==> src/rtl/divider_pkg.sv <==
// Shared types and helpers for the sequential divider: FSM states, counter
// sizing and the divide-by-zero quotient pattern.
package divider_pkg;

   typedef enum logic [1:0] {
      IDLE,
      ITER,
      FIX,
      DONE
   } state_t;

   localparam int MAX_WIDTH = 64;
   localparam int DIV_WIDTH = 32;
   localparam int CNT_WIDTH = $clog2(DIV_WIDTH);

   function automatic int count_width(input int width);
      return $clog2(width);
   endfunction

   // All ones; callers size-cast down to their operand width.
   function automatic logic [MAX_WIDTH-1:0] dbz_quotient();
      return '1;
   endfunction

endpackage

==> src/rtl/div_step.sv <==
// One combinational non-restoring division step: shift {R,Q} left, then
// subtract or add D depending on the sign of the incoming partial remainder.
module div_step #(
   parameter int WIDTH = 32
) (
   input  logic [WIDTH:0]   r,
   input  logic [WIDTH-1:0] q,
   input  logic [WIDTH:0]   d,
   output logic [WIDTH:0]   r_next,
   output logic [WIDTH-1:0] q_next
);

   logic [WIDTH:0] r_shift;

   // Add/sub wrap modulo 2^(WIDTH+1); the true result always fits, so the
   // wrapped intermediate of the shift is harmless.
   always_comb begin
      r_shift = {r[WIDTH-1:0], q[WIDTH-1]};
      r_next  = r[WIDTH] ? (r_shift + d) : (r_shift - d);
      q_next  = {q[WIDTH-2:0], ~r_next[WIDTH]};
   end

endmodule

==> src/rtl/seq_divider.sv <==
// Multi-cycle signed/unsigned non-restoring divider, one quotient bit per
// cycle, with valid/ready on both sides and divide-by-zero/overflow flags.
module seq_divider
   import divider_pkg::*;
#(
   parameter int WIDTH = 32
) (
   input  logic             clock,
   input  logic             reset_n,
   input  logic             flush,
   input  logic             in_valid,
   output logic             in_ready,
   input  logic             is_signed,
   input  logic [WIDTH-1:0] dividend,
   input  logic [WIDTH-1:0] divisor,
   output logic             out_valid,
   input  logic             out_ready,
   output logic [WIDTH-1:0] quotient,
   output logic [WIDTH-1:0] remainder,
   output logic             div_by_zero,
   output logic             overflow
);

   localparam int               CW    = count_width(WIDTH);
   localparam logic [CW-1:0]    LAST  = CW'(WIDTH - 1);
   localparam logic [WIDTH-1:0] DBZ_Q = WIDTH'(dbz_quotient());
   localparam logic [WIDTH-1:0] MIN_V = {1'b1, {(WIDTH-1){1'b0}}};

   state_t           state, state_next;
   logic [WIDTH:0]   r_q, d_q, r_step;
   logic [WIDTH-1:0] q_q, q_step;
   logic [CW-1:0]    count;
   logic             sign_q, sign_r;
   logic             accept;

   logic             sd, sv, is_zero, is_ovf;
   logic [WIDTH-1:0] abs_dd, abs_dv, r_low, q_fix, r_fix;

   div_step #(.WIDTH(WIDTH)) u_step (
      .r      (r_q),
      .q      (q_q),
      .d      (d_q),
      .r_next (r_step),
      .q_next (q_step)
   );

   // NOTE: every always_comb output gets a default first so no path can infer a latch.
   always_comb begin
      state_next = state;
      in_ready   = (state == IDLE);
      out_valid  = (state == DONE);
      accept     = in_valid && in_ready && !flush;
      if (flush) begin
         state_next = IDLE;
      end else begin
         case (state)
            IDLE: if (accept) state_next = is_zero ? DONE : ITER;
            ITER: if (count == LAST) state_next = FIX;
            FIX:  state_next = DONE;
            DONE: if (out_ready) state_next = IDLE;
            default: state_next = IDLE;
         endcase
      end
   end

   // NOTE: sequential state uses non-blocking assignments only.
   always_ff @(posedge clock or negedge reset_n) begin
      if (!reset_n) state <= IDLE;
      else          state <= state_next;
   end

   always_comb begin
      sd      = is_signed & dividend[WIDTH-1];
      sv      = is_signed & divisor[WIDTH-1];
      is_zero = (divisor == '0);
      is_ovf  = is_signed && (dividend == MIN_V) && (&divisor);
      abs_dd  = sd ? -dividend : dividend;
      abs_dv  = sv ? -divisor  : divisor;
      // Final correction of a negative remainder; D's top bit is always zero.
      r_low   = r_q[WIDTH-1:0] + (r_q[WIDTH] ? d_q[WIDTH-1:0] : '0);
      q_fix   = sign_q ? -q_q   : q_q;
      r_fix   = sign_r ? -r_low : r_low;
   end

   always_ff @(posedge clock or negedge reset_n) begin
      if (!reset_n) begin
         r_q         <= '0;
         q_q         <= '0;
         d_q         <= '0;
         count       <= '0;
         sign_q      <= 1'b0;
         sign_r      <= 1'b0;
         quotient    <= '0;
         remainder   <= '0;
         div_by_zero <= 1'b0;
         overflow    <= 1'b0;
      end else if (flush) begin
         count       <= '0;
         quotient    <= '0;
         remainder   <= '0;
         div_by_zero <= 1'b0;
         overflow    <= 1'b0;
      end else begin
         case (state)
            IDLE: begin
               if (accept) begin
                  if (is_zero) begin
                     quotient    <= DBZ_Q;
                     remainder   <= dividend;
                     div_by_zero <= 1'b1;
                     overflow    <= 1'b0;
                  end else begin
                     r_q         <= '0;
                     q_q         <= abs_dd;
                     d_q         <= {1'b0, abs_dv};
                     count       <= '0;
                     sign_q      <= sd ^ sv;
                     sign_r      <= sd;
                     div_by_zero <= 1'b0;
                     overflow    <= is_ovf;
                  end
               end
            end
            ITER: begin
               r_q   <= r_step;
               q_q   <= q_step;
               count <= (count == LAST) ? '0 : count + CW'(1);
            end
            FIX: begin
               quotient  <= q_fix;
               remainder <= r_fix;
            end
            default: ;
         endcase
      end
   end

endmodule

==> config.mk <==
export PLATFORM = sky130hd
export DESIGN_NAME = seq_divider
export DESIGN_NICKNAME = d
export VERILOG_FILES = /design/src/rtl/divider_pkg.sv /design/src/rtl/div_step.sv /design/src/rtl/seq_divider.sv
export SDC_FILE = /design/constraint.sdc
export NUM_CORES = 1
export LEC_CHECK = 0
export CAP_MARGIN = 15
export CORE_ASPECT_RATIO = 1.2
export CORE_MARGIN = 2
export CORE_UTILIZATION = 40
export CTS_CLUSTER_DIAMETER = 80
export DETAILED_ROUTE_END_ITERATION = 16
export DONT_BUFFER_PORTS = 1
export GPL_TIMING_DRIVEN = 0
export PLACE_DENSITY = 0.61
export SYNTH_ARGS = -nofsm -noshare
export SYNTH_HDL_FRONTEND = slang
export SYNTH_SLANG_ARGS = --single-unit
==> constraint.sdc <==
create_clock -name clock -period 8.9 [get_ports clock]
set_input_delay 1.78 -clock clock [delete_from_list [all_inputs] [get_ports clock]]
set_output_delay 1.78 -clock clock [all_outputs]
set_load 0.01 [all_outputs]
==> flow_summary_export.csv, run 1 <==
group,metric,value,unit
finish,regArea,4300,um2
cts,post_cts_buffers,0,
synth,synth_top_area_share,30.2,%
run_status,status,"complete, no violations",
setup_path,cp_slowest_cell,"nor4_2",
job,max_cap_viol_count,0,
worst_hold_path,min_from,"count[4]$_DFFE_PN0P_",
power,swShare,49.2,%
synth,synth_common_cells,"nor2_1, a21oi_1, dfrtp_1",
synth,ys_types,88,
cts,cts.sinks,172,
drt,routedWlPerCell,19.9,um
power,clkPwrFrac,16.3,%
floorplan,chipWidth,176,um
grt,met1_usage,28.9,%
sta,period_share,61.6,%
sta,hold_violations,0,
sta,period_minus_slack,5480,ps
cts,cts_hold_buffers,0,
power,p_sw,2.43,mW
floorplan,core-area,35000,um2
drt,drt-total-wl,45400,um
synth,synth-compound-area-share,25.3,%
place,placed_cell_area,14800,um2
sta,slew_viol_final,0,
synth,synth_top_family_by_area,"compound AO/OA/AOI/OAI gates",
drt,ant_nets,0,
cts,cts_tree,"built",
floorplan,die_h,211,um
grt,antenna_found_initial,0,
synth,postSynthAreaPerCell,7.98,um2
grt,grt_util_met3,4.43,%
floorplan,fp-row-count,75,
synth,synth_edf_count,0,
floorplan,die_area,37100,um2
grt,grt_pass1_wl,71400,um
setup_path,critPathMaxStageDelay,630,ps
drt,vias_per_cell,5.79,
grt,grt_usage,24.6,%
synth,synth-seq-cells,172,
worst_hold_path,hold_path.class,"flip-flop to flip-flop",
sta,max_freq,0.182,GHz
finish,drive_above_1_share,5.23,%
grt,grt-busiest-layer,"met2",
grt,grt_max_degree,173,
power,ir_worst_vdd,0.154,mV
sta,hold_ws,499,ps
place,dpl.hpwl,36200,um
drt,firstDrtPassIters,5,
cts,clockRootBuffer,"clkbuf_16",
floorplan,io_pins,138,
drt,vias,13200,
synth,synthTopCellsByArea,"dfrtp_1, xor2_1, ha_1",
finish,multi_input_area,9290,um2
power,power.density,320,nW/um2
finish,syn_to_final_growth,8.40,%
cts,post_cts_resized,0,
place,port_buffers,0,
setup_path,worstPathCellList,"clkbuf_1, clkinv_1, nor2_1, ha_1, fa_1, a21oi_1, o21ai_2, a21oi_2, o31ai_1, xor2_1, nand4b_1, nor4_2, a41oi_1, xnor2_1, a211o_1, a21oi_1",
sta,tns,0,ps
synth,postSynth.asyncResetShare,100,%
setup_path,cpMostUsedCell,"a21oi_1",
finish,final_nets,1951,
setup_path,end_kind,"flip-flop",
grt,grt_pass1_vias,13100,
synth,seq_area_frac_synth,30.2,%
grt,met2_usage,44.0,%
drt,drt_iter0_drc,911,
cts,htreeDepth,4,
synth,synthXorXnorAreaFrac,12.0,%
sta,worst_slew_pin_slew,1210,ps
synth,yosys.area.top_type,"dfrtp_1",
power,p_int,2.51,mW
finish,design_area,15400,um2
setup_path,crit_type,"flip-flop to flip-flop",
sta,grt_setup_unrepaired,"no",
setup_path,path_max_fanout,10,
cts,clock_latency,460,ps
synth,syn_area,14200,um2
power,combPwrFrac,57.4,%
sta,setup_viol,0,
setup_path,critical_path_required,9270,ps
grt,grt_remaining_overflow,0,
cts,clk_pin_slew,80,ps
power,leakagePower,6.57,nW
place,gp_congestion,0.907,
floorplan,initial_core_util,40.7,%
setup_path,critPathLaunchType,"flip-flop",
sta,finClkSkew,18.1,ps
setup_path,critPathArrivalTime,5850,ps
synth,synth_cells,1785,
setup_path,reg2reg_from,"r_q[32]$_DFFE_PN0P_",
synth,synth-adder-area-share,6.87,%
finish,fillerInstances,3481,
sta,slew_headroom,18.6,%
synth,synth-simple-area-share,20.4,%
synth,synth_flop_cell,"dfrtp_1",
synth,muxShareOfSynthArea,0.580,%
cts,cts_buffers,17,
synth,post-synth-top-count-cell,"nor2_1",
power,pwr-share-seq,26.3,%
synth,syn-num-nets,1932,
synth,ys_warn_count,0,
drt,drc,0,
setup_path,crit_path_start,"r_q[32]$_DFFE_PN0P_",
cts,cts_buffer_depth,2,
worst paths after layout:
check,to,slack [ps],depth (start not counted)
setup / recovery,remainder[26]$_DFFE_PN0P_,3420,16
hold / removal,count[4]$_DFFE_PN0P_,500,2
setup reg to reg,remainder[26]$_DFFE_PN0P_,3420,16
hold reg to reg,count[4]$_DFFE_PN0P_,500,2
max in group asynchronous,r_q[31]$_DFFE_PN0P_,7680,0
min in group asynchronous,quotient[5]$_DFFE_PN0P_,1010,0
registers in the layout (all words and copies together) (netlist names):
signal	flops
r_q	33
d_q	32
q_q	32
quotient	32
remainder	32
count	5
state	2
div_by_zero	1
overflow	1
sign_q	1
sign_r	1
routing by layer:
layer	vias up	share of wire, %
met2	417	49
met1	6234	42
li1	6455	-
met5	-	0
met3	97	5.6
met4	0	3.8
cell usage in the layout, fill, tap and decap left out, types with 7 or more instances in the layout:
cell type and count:
ha_1 75, o21a_1 7, or4_1 11, o21bai_1 11, dfrtp_1 172, nand3_1 26, nor2b_1 8, xnor2_1 78
o41ai_1 13, and2_1 37, o21ai_0 147, a311oi_1 13, nor4_1 10, nand2_1 171, o31ai_1 32, clkbuf_16 17
a31oi_1 25, nand2b_1 9, nor3_1 43, nand4_1 19, o211ai_1 13, a211oi_1 24, a211o_1 10, buf_2 24
inv_1 57, a21oi_1 181, xor2_1 117, nor2_1 194, and4_1 7, and3_1 15, o22ai_1 13, a21o_1 37
buf_1 8, or3_1 18, clkbuf_1 59
kinds of logic after synthesis:
logic type | Yosys count
compound gates | 575
fa+ha+maj | 77
xor+xnor | 195
simple gates | 601
flops | 172
mux | 8
buf+inv | 157
stage by stage:
| step | cells | setup WS, ps | utilization (%) | total power, mW |
|---|---|---|---|---|
| floorplan | 1785 | 4420 | - | 3.41 |
| global placement | 2247 | 3530 | 42.4 | 4.05 |
| detailed placement | 2247 | 3430 | 42.4 | 4.11 |
| CTS | 2279 | 3390 | 44.1 | 4.93 |
| global route | 2279 | 3070 | 44.1 | 5.36 |
| finish | 2280 | 3420 | 44.1 | 4.94 |
power groups by stage:
stage               Combinational [mW]  Sequential [mW]  Clock, mW
floorplan                         2.21             1.20          0
global placement                  2.75             1.30          0
detailed placement                2.80             1.31          0
CTS                               2.82             1.29      0.811
global route                      3.18             1.33      0.845
finish                            2.84             1.30      0.806
critical path, delay by kind of cell (launching register included):
family / cells / cell delay (ps)
AO/OA/AOI/OAI: 7 / 1800
XOR/XNOR: 2 / 390
adder cells (fa/ha/maj): 2 / 510
buffers and inverters: 2 / 1030
flip-flops: 1 / 350
AND/OR/NAND/NOR: 3 / 1320
cell type report:
| cell class | instances | share of cell area (%) |
|---|---|---|
| diodes | 1 | 0.0162 |
| plain buffers | 99 | 2.84 |
| clock buffers | 17 | 2.75 |
| clock inverters | 15 | 1.23 |
| inverters | 58 | 1.41 |
| multi-input cells | 1456 | 60.1 |
| flip-flops and latches | 172 | 27.9 |
| well taps | 462 | 3.74 |
(Power assumes the default switching activity.)
==> run 2: changes to the inputs <==
PLACE_DENSITY = 0.63   (was 0.61)
clock period = 4.5 ns   (was 8.9 ns; I/O delays follow)
==> run 2 against run 1 <==
  * Sequential share of layout area down 0.57 points
  * Final cell count is 0.66% higher
  * Clock skew increased by 2.9 ps
  * Critical path depth rose by 1
  * Non-clock buffer count rose by 16
  * Register-to-register slack got worse by 3300 ps
  * Critical path type unchanged
  * Largest cell class unchanged
==> flow_summary_export.csv, run 2 (synthesized netlist as in run 1, its figures left out) <==
group,metric,value,unit
worst_hold_path,hold_path.class,"primary input to async pin",
power,ir_worst_vdd,0.285,mV
drt,drc,0,
floorplan,chipWidth,176,um
cts,clock_latency,460,ps
setup_path,path_max_fanout,7,
run_status,status,"complete, no violations",
grt,grt_remaining_overflow,0,
cts,cts_tree,"built",
drt,drt_iter0_drc,905,
finish,multi_input_area,9480,um2
grt,grt_usage,24.9,%
power,p_int,5.17,mW
setup_path,critPathArrivalTime,4700,ps
setup_path,critical_path_required,4830,ps
setup_path,critPathMaxStageDelay,590,ps
drt,drt-total-wl,45900,um
sta,hold_violations,0,
drt,firstDrtPassIters,5,
drt,ant_nets,0,
finish,diodes,0,
floorplan,die_h,211,um
cts,clockRootBuffer,"clkbuf_16",
drt,vias,13300,
place,gp_congestion,0.927,
grt,antenna_found_initial,0,
power,p_sw,4.95,mW
finish,drive_above_1_share,8.07,%
sta,slew_viol_final,0,
finish,syn_to_final_growth,10.8,%
setup_path,reg2reg_from,"d_q[7]$_DFFE_PN0P_",
sta,finClkSkew,21.0,ps
setup_path,crit_path_start,"d_q[7]$_DFFE_PN0P_",
finish,largest_reg_flops,33,
power,power.density,641,nW/um2
power,pwr-share-seq,25.6,%
power,leakagePower,6.73,nW
sta,slew_headroom,21.5,%
power,power,10.1,mW
cts,clk_pin_slew,80,ps
sta,period_minus_slack,4370,ps
sta,worst_slew_pin_slew,1170,ps
floorplan,fp-row-count,75,
drt,vias_per_cell,5.81,
job,max_cap_viol_count,0,
place,placed_cell_area,14800,um2
sta,grt_setup_unrepaired,"yes",
cts,htreeDepth,4,
grt,grt_pass1_vias,13400,
sta,period_share,97.1,%
power,combPwrFrac,58.7,%
cts,cts_buffer_depth,2,
floorplan,core-area,35000,um2
finish,final_common_cell,"nor2_1",
grt,grt_pass1_wl,72400,um
setup_path,critPathLaunchType,"flip-flop",
finish,design_area,15800,um2
cts,cts.sinks,172,
place,dpl.hpwl,36300,um
setup_path,worstPathCellList,"or4_4, nor2_4, and2_4, a21oi_1, xnor2_1, ha_1, a21o_1, a21o_1, a21oi_2, o21ai_1, a221oi_2, a31oi_4, o21ai_2, a21oi_2, o41ai_4, xnor2_2, a221o_1",
drt,routedWlPerCell,20.0,um
place,port_buffers,0,
finish,top_register,"r_q",
cts,cts_buffers,17,
setup_path,end_kind,"flip-flop",
finish,final_nets,1967,
power,swShare,48.9,%
floorplan,io_pins,138,
finish,fillerInstances,3429,
setup_path,crit_type,"flip-flop to flip-flop",
floorplan,die_area,37100,um2
finish,regArea,4310,um2
finish,mostFrequentLayoutCells,"nor2_1, a21oi_1, nand2_1",
setup_path,cp_slowest_cell,"or4_4",
floorplan,initial_core_util,40.7,%
grt,grt_max_degree,173,
power,clkPwrFrac,15.7,%
cts,cts_hold_buffers,0,
sta,setup_viol,0,
sta,max_freq,0.229,GHz
==> run 2: final timing paths <==
| kind | end | slack, ps | depth (start not counted) |
|---|---|---|---|
| max reg2reg | q_q[0]$_DFFE_PN0P_ | 130 | 17 |
| max | q_q[0]$_DFFE_PN0P_ | 130 | 17 |
| min | quotient[5]$_DFFE_PN0P_ | 140 | 0 |
| min in group clock | count[4]$_DFFE_PN0P_ | 500 | 2 |
| max in group asynchronous | r_q[32]$_DFFE_PN0P_ | 4140 | 0 |
| min reg2reg | count[4]$_DFFE_PN0P_ | 500 | 2 |
==> run 2: through the flow <==
| step | cells | worst slack [ps] | setup TNS [ps] | util (%) | hold WS [ps] |
|---|---|---|---|---|---|
| 6_report | 2295 | 131 | 0 | 45.1 | 139 |
| 5_1_grt | 2295 | -88.4 | -90.9 | 45.1 | 118 |
| 4_1_cts | 2281 | 16.8 | 0 | 44.5 | 117 |
| 3_5_place_dp | 2247 | -918 | -14580 | 42.4 | 495 |
| 3_3_place_gp | 2247 | -856 | -12900 | 42.4 | 474 |
| 2_1_floorplan | 1785 | 306 | 0 | - | 456 |
==> run 2: area by class of cell <==
| class | instances | area share, % |
|---|---|---|
| clock inverter | 15 | 1.24 |
| tap | 462 | 3.66 |
| sequential | 172 | 27.3 |
| multi-input combinational | 1456 | 60.1 |
| clock buffer | 17 | 2.70 |
| timing repair buffer | 19 | 0.904 |
| buffer | 96 | 2.73 |
| inverter | 58 | 1.41 |
==> run 2: what timing repair did <==
item,4_1_cts,5_1_grt
pin swaps,5,15
setup endpoints to repair,28,17
buffers inserted,5,14
gates cloned,0,0
gates resized for setup,26,26
==> run 2: critical path: cells and delay by family, from the launching register on <==
kind                     cells  cell delay, ps
adder cells (fa/ha/maj)      1             360
XOR/XNOR                     2             340
AND/OR/NAND/NOR              3             890
flip-flops                   1             450
AO/OA/AOI/OAI               11            2210
==> run 2: power groups by stage <==
stage | clock, mW | combinational, mW | sequential (mW)
global route | 1.67 | 6.61 | 2.66
floorplan | 0 | 4.36 | 2.38
global placement | 0 | 5.44 | 2.56
detailed placement | 0 | 5.54 | 2.58
finish | 1.59 | 5.93 | 2.59
CTS | 1.62 | 5.68 | 2.56
==> run 2: routing by layer <==
metal / wire, um / global-route usage (%) / vias to the layer above
met4: 1670 / 10.3 / 0
met3: 2910 / 4.37 / 79
met2: 22900 / 44.5 / 401
met5: 0 / 0 / -
li1: - / - / 6502
met1: 18400 / 29.2 / 6354
==> run 3: changes to the inputs <==
CAP_MARGIN = 20   (was 15)
SLEW_MARGIN = 20   (was unset)
==> run 3 against run 2 <==
  * Clock power about the same
  * Worst setup slack got worse by 2.1 ps
  * Critical path type unchanged
  * Power about the same
  * Register-to-register slack hardly changed
  * Die area unchanged
  * Critical endpoint unchanged
==> flow_summary_export.csv, run 3 (synthesized netlist as in run 1, its figures left out) <==
group,metric,value,unit
power,ir_worst_vdd,0.284,mV
grt,grt_usage,24.9,%
place,dp.cells,2247,
sta,hold_violations,0,
sta,slew_viol_final,0,
setup_path,critPathLaunchType,"flip-flop",
finish,diodes,0,
sta,grt_setup_unrepaired,"yes",
sta,period_share,97.1,%
floorplan,core-area,35000,um2
drt,drt-total-wl,45900,um
setup_path,path_max_fanout,7,
power,swShare,48.9,%
cts,cts_buffer_depth,2,
sta,period_minus_slack,4370,ps
drt,ant_nets,0,
place,port_buffers,0,
power,combPwrFrac,58.7,%
drt,firstDrtPassIters,5,
sta,finClkSkew,21.5,ps
cts,cts.sinks,172,
floorplan,fp-row-count,75,
cts,htreeDepth,4,
finish,syn_to_final_growth,10.8,%
finish,stdcell_count,2295,
drt,vias,13300,
finish,largest_reg_flops,33,
finish,design_area,15800,um2
grt,antenna_found_initial,0,
cts,cts_tree,"built",
floorplan,io_pins,138,
grt,grt_pass1_wl,72400,um
drt,vias_per_cell,5.80,
power,p_sw,4.95,mW
setup_path,end_kind,"flip-flop",
sta,slew_headroom,34.8,%
power,leakagePower,6.73,nW
cts,clk_pin_slew,90,ps
setup_path,critical_path_required,4830,ps
power,pwr-share-seq,25.6,%
power,clkPwrFrac,15.7,%
drt,routed-wl-met3,2850,um
cts,clock_latency,460,ps
job,max_cap_viol_count,0,
place,dpl.hpwl,36300,um
finish,top_register,"r_q",
drt,routedWlPerCell,20.0,um
setup_path,crit_type,"flip-flop to flip-flop",
worst_hold_path,hold_path.class,"primary input to async pin",
setup_path,critPathArrivalTime,4700,ps
floorplan,initial_core_util,40.7,%
finish,mostFrequentLayoutCells,"nor2_1, a21oi_1, nand2_1",
cts,clockRootBuffer,"clkbuf_16",
drt,drc,0,
place,placed_cell_area,14800,um2
cts,cts_buffers,17,
grt,grt_remaining_overflow,0,
sta,worst_slew_pin_slew,968,ps
floorplan,die_h,211,um
place,gp_congestion,0.927,
drt,drt_iter0_drc,940,
power,power.density,641,nW/um2
run_status,status,"complete, no violations",
finish,drive_above_1_share,8.13,%
floorplan,chipWidth,176,um
drt,wl_met2,22900,um
sta,setup_viol,0,
finish,final_common_cell,"nor2_1",
drt,wl_met1,18500,um
grt,grt_pass1_vias,13400,
cts,cts_hold_buffers,0,
power,p_int,5.17,mW
finish,final_nets,1967,
sta,hold_ws,136,ps
finish,fillerInstances,3428,
sta,max_freq,0.229,GHz
floorplan,die_area,37100,um2
grt,grt_max_degree,173,
drt,top_layer,"met4",
-- run 3: cell counts in the layout (fill, tap and decap cells not counted) --
Identical to the previous run, type by type.
-- run 3: cell type report --
type                    count  area [um2]  share of cell area, %
plain buffers              96         430                   2.73
clock buffers              17         425                   2.69
clock inverters            15         195                   1.24
inverters                  58         223                   1.41
multi-input cells        1456        9480                   60.1
flip-flops and latches    172        4310                   27.3
well taps                 462         578                   3.66
repair buffers             19         143                  0.904
-- run 3: repair_timing --
action / 4_1_cts / 5_1_grt
buffers inserted: 5 / 14
gates resized for setup: 26 / 26
setup endpoints to repair: 28 / 17
pin swaps: 5 / 15
-- run 3: per-layer routing --
metal | vias up | track usage, %
li1 | 6500 | -
met1 | 6343 | 29.2
met2 | 382 | 44.5
met3 | 82 | 4.37
met4 | 0 | 10.3
met5 | - | 0
-- run 3: power groups by stage --
stage | Clock, mW | Sequential (mW) | Combinational, mW
final | 1.59 | 2.59 | 5.94
after detailed placement | 0 | 2.58 | 5.54
after floorplan | 0 | 2.38 | 4.36
after global placement | 0 | 2.56 | 5.44
after global routing | 1.67 | 2.66 | 6.61
after CTS | 1.62 | 2.56 | 5.68
-- run 3: worst paths after layout --
check	start	to	slack, ps	cells after the start
max in group asynchronous	reset_n	r_q[32]$_DFFE_PN0P_	4140	0
min in group clock	count[4]$_DFFE_PN0P_	count[4]$_DFFE_PN0P_	500	2
worst min-delay path	reset_n	remainder[7]$_DFFE_PN0P_	140	0
worst min register to register	count[4]$_DFFE_PN0P_	count[4]$_DFFE_PN0P_	500	2
worst max-delay path	d_q[7]$_DFFE_PN0P_	q_q[0]$_DFFE_PN0P_	130	17
worst max register to register	d_q[7]$_DFFE_PN0P_	q_q[0]$_DFFE_PN0P_	130	17
-- run 3: through the flow --
step / utilization, % / total power [mW] / setup WS (ps) / TNS [ps]
2_1_floorplan: - / 6.75 / 306 / 0
6_report: 45.1 / 10.1 / 129 / 0
3_5_place_dp: 42.4 / 8.13 / -918 / -14580
5_1_grt: 45.1 / 10.9 / -88.4 / -90.9
4_1_cts: 44.5 / 9.86 / 16.8 / 0
3_3_place_gp: 42.4 / 8.00 / -856 / -12900
-- run 3: worst max-delay path: stages (launching register included) --
cell      delay, ps
dfrtp_2         450
or4_4           590
nor2_4          110
and2_4          190
a21oi_1          90
xnor2_1         150
ha_1            360
a21o_1          200
a21o_1          180
a21oi_2         140
o21ai_1         110
a221oi_2        350
a31oi_4         150
o21ai_2         220
a21oi_2         110
o41ai_4         290
xnor2_2         190
a221o_1         360
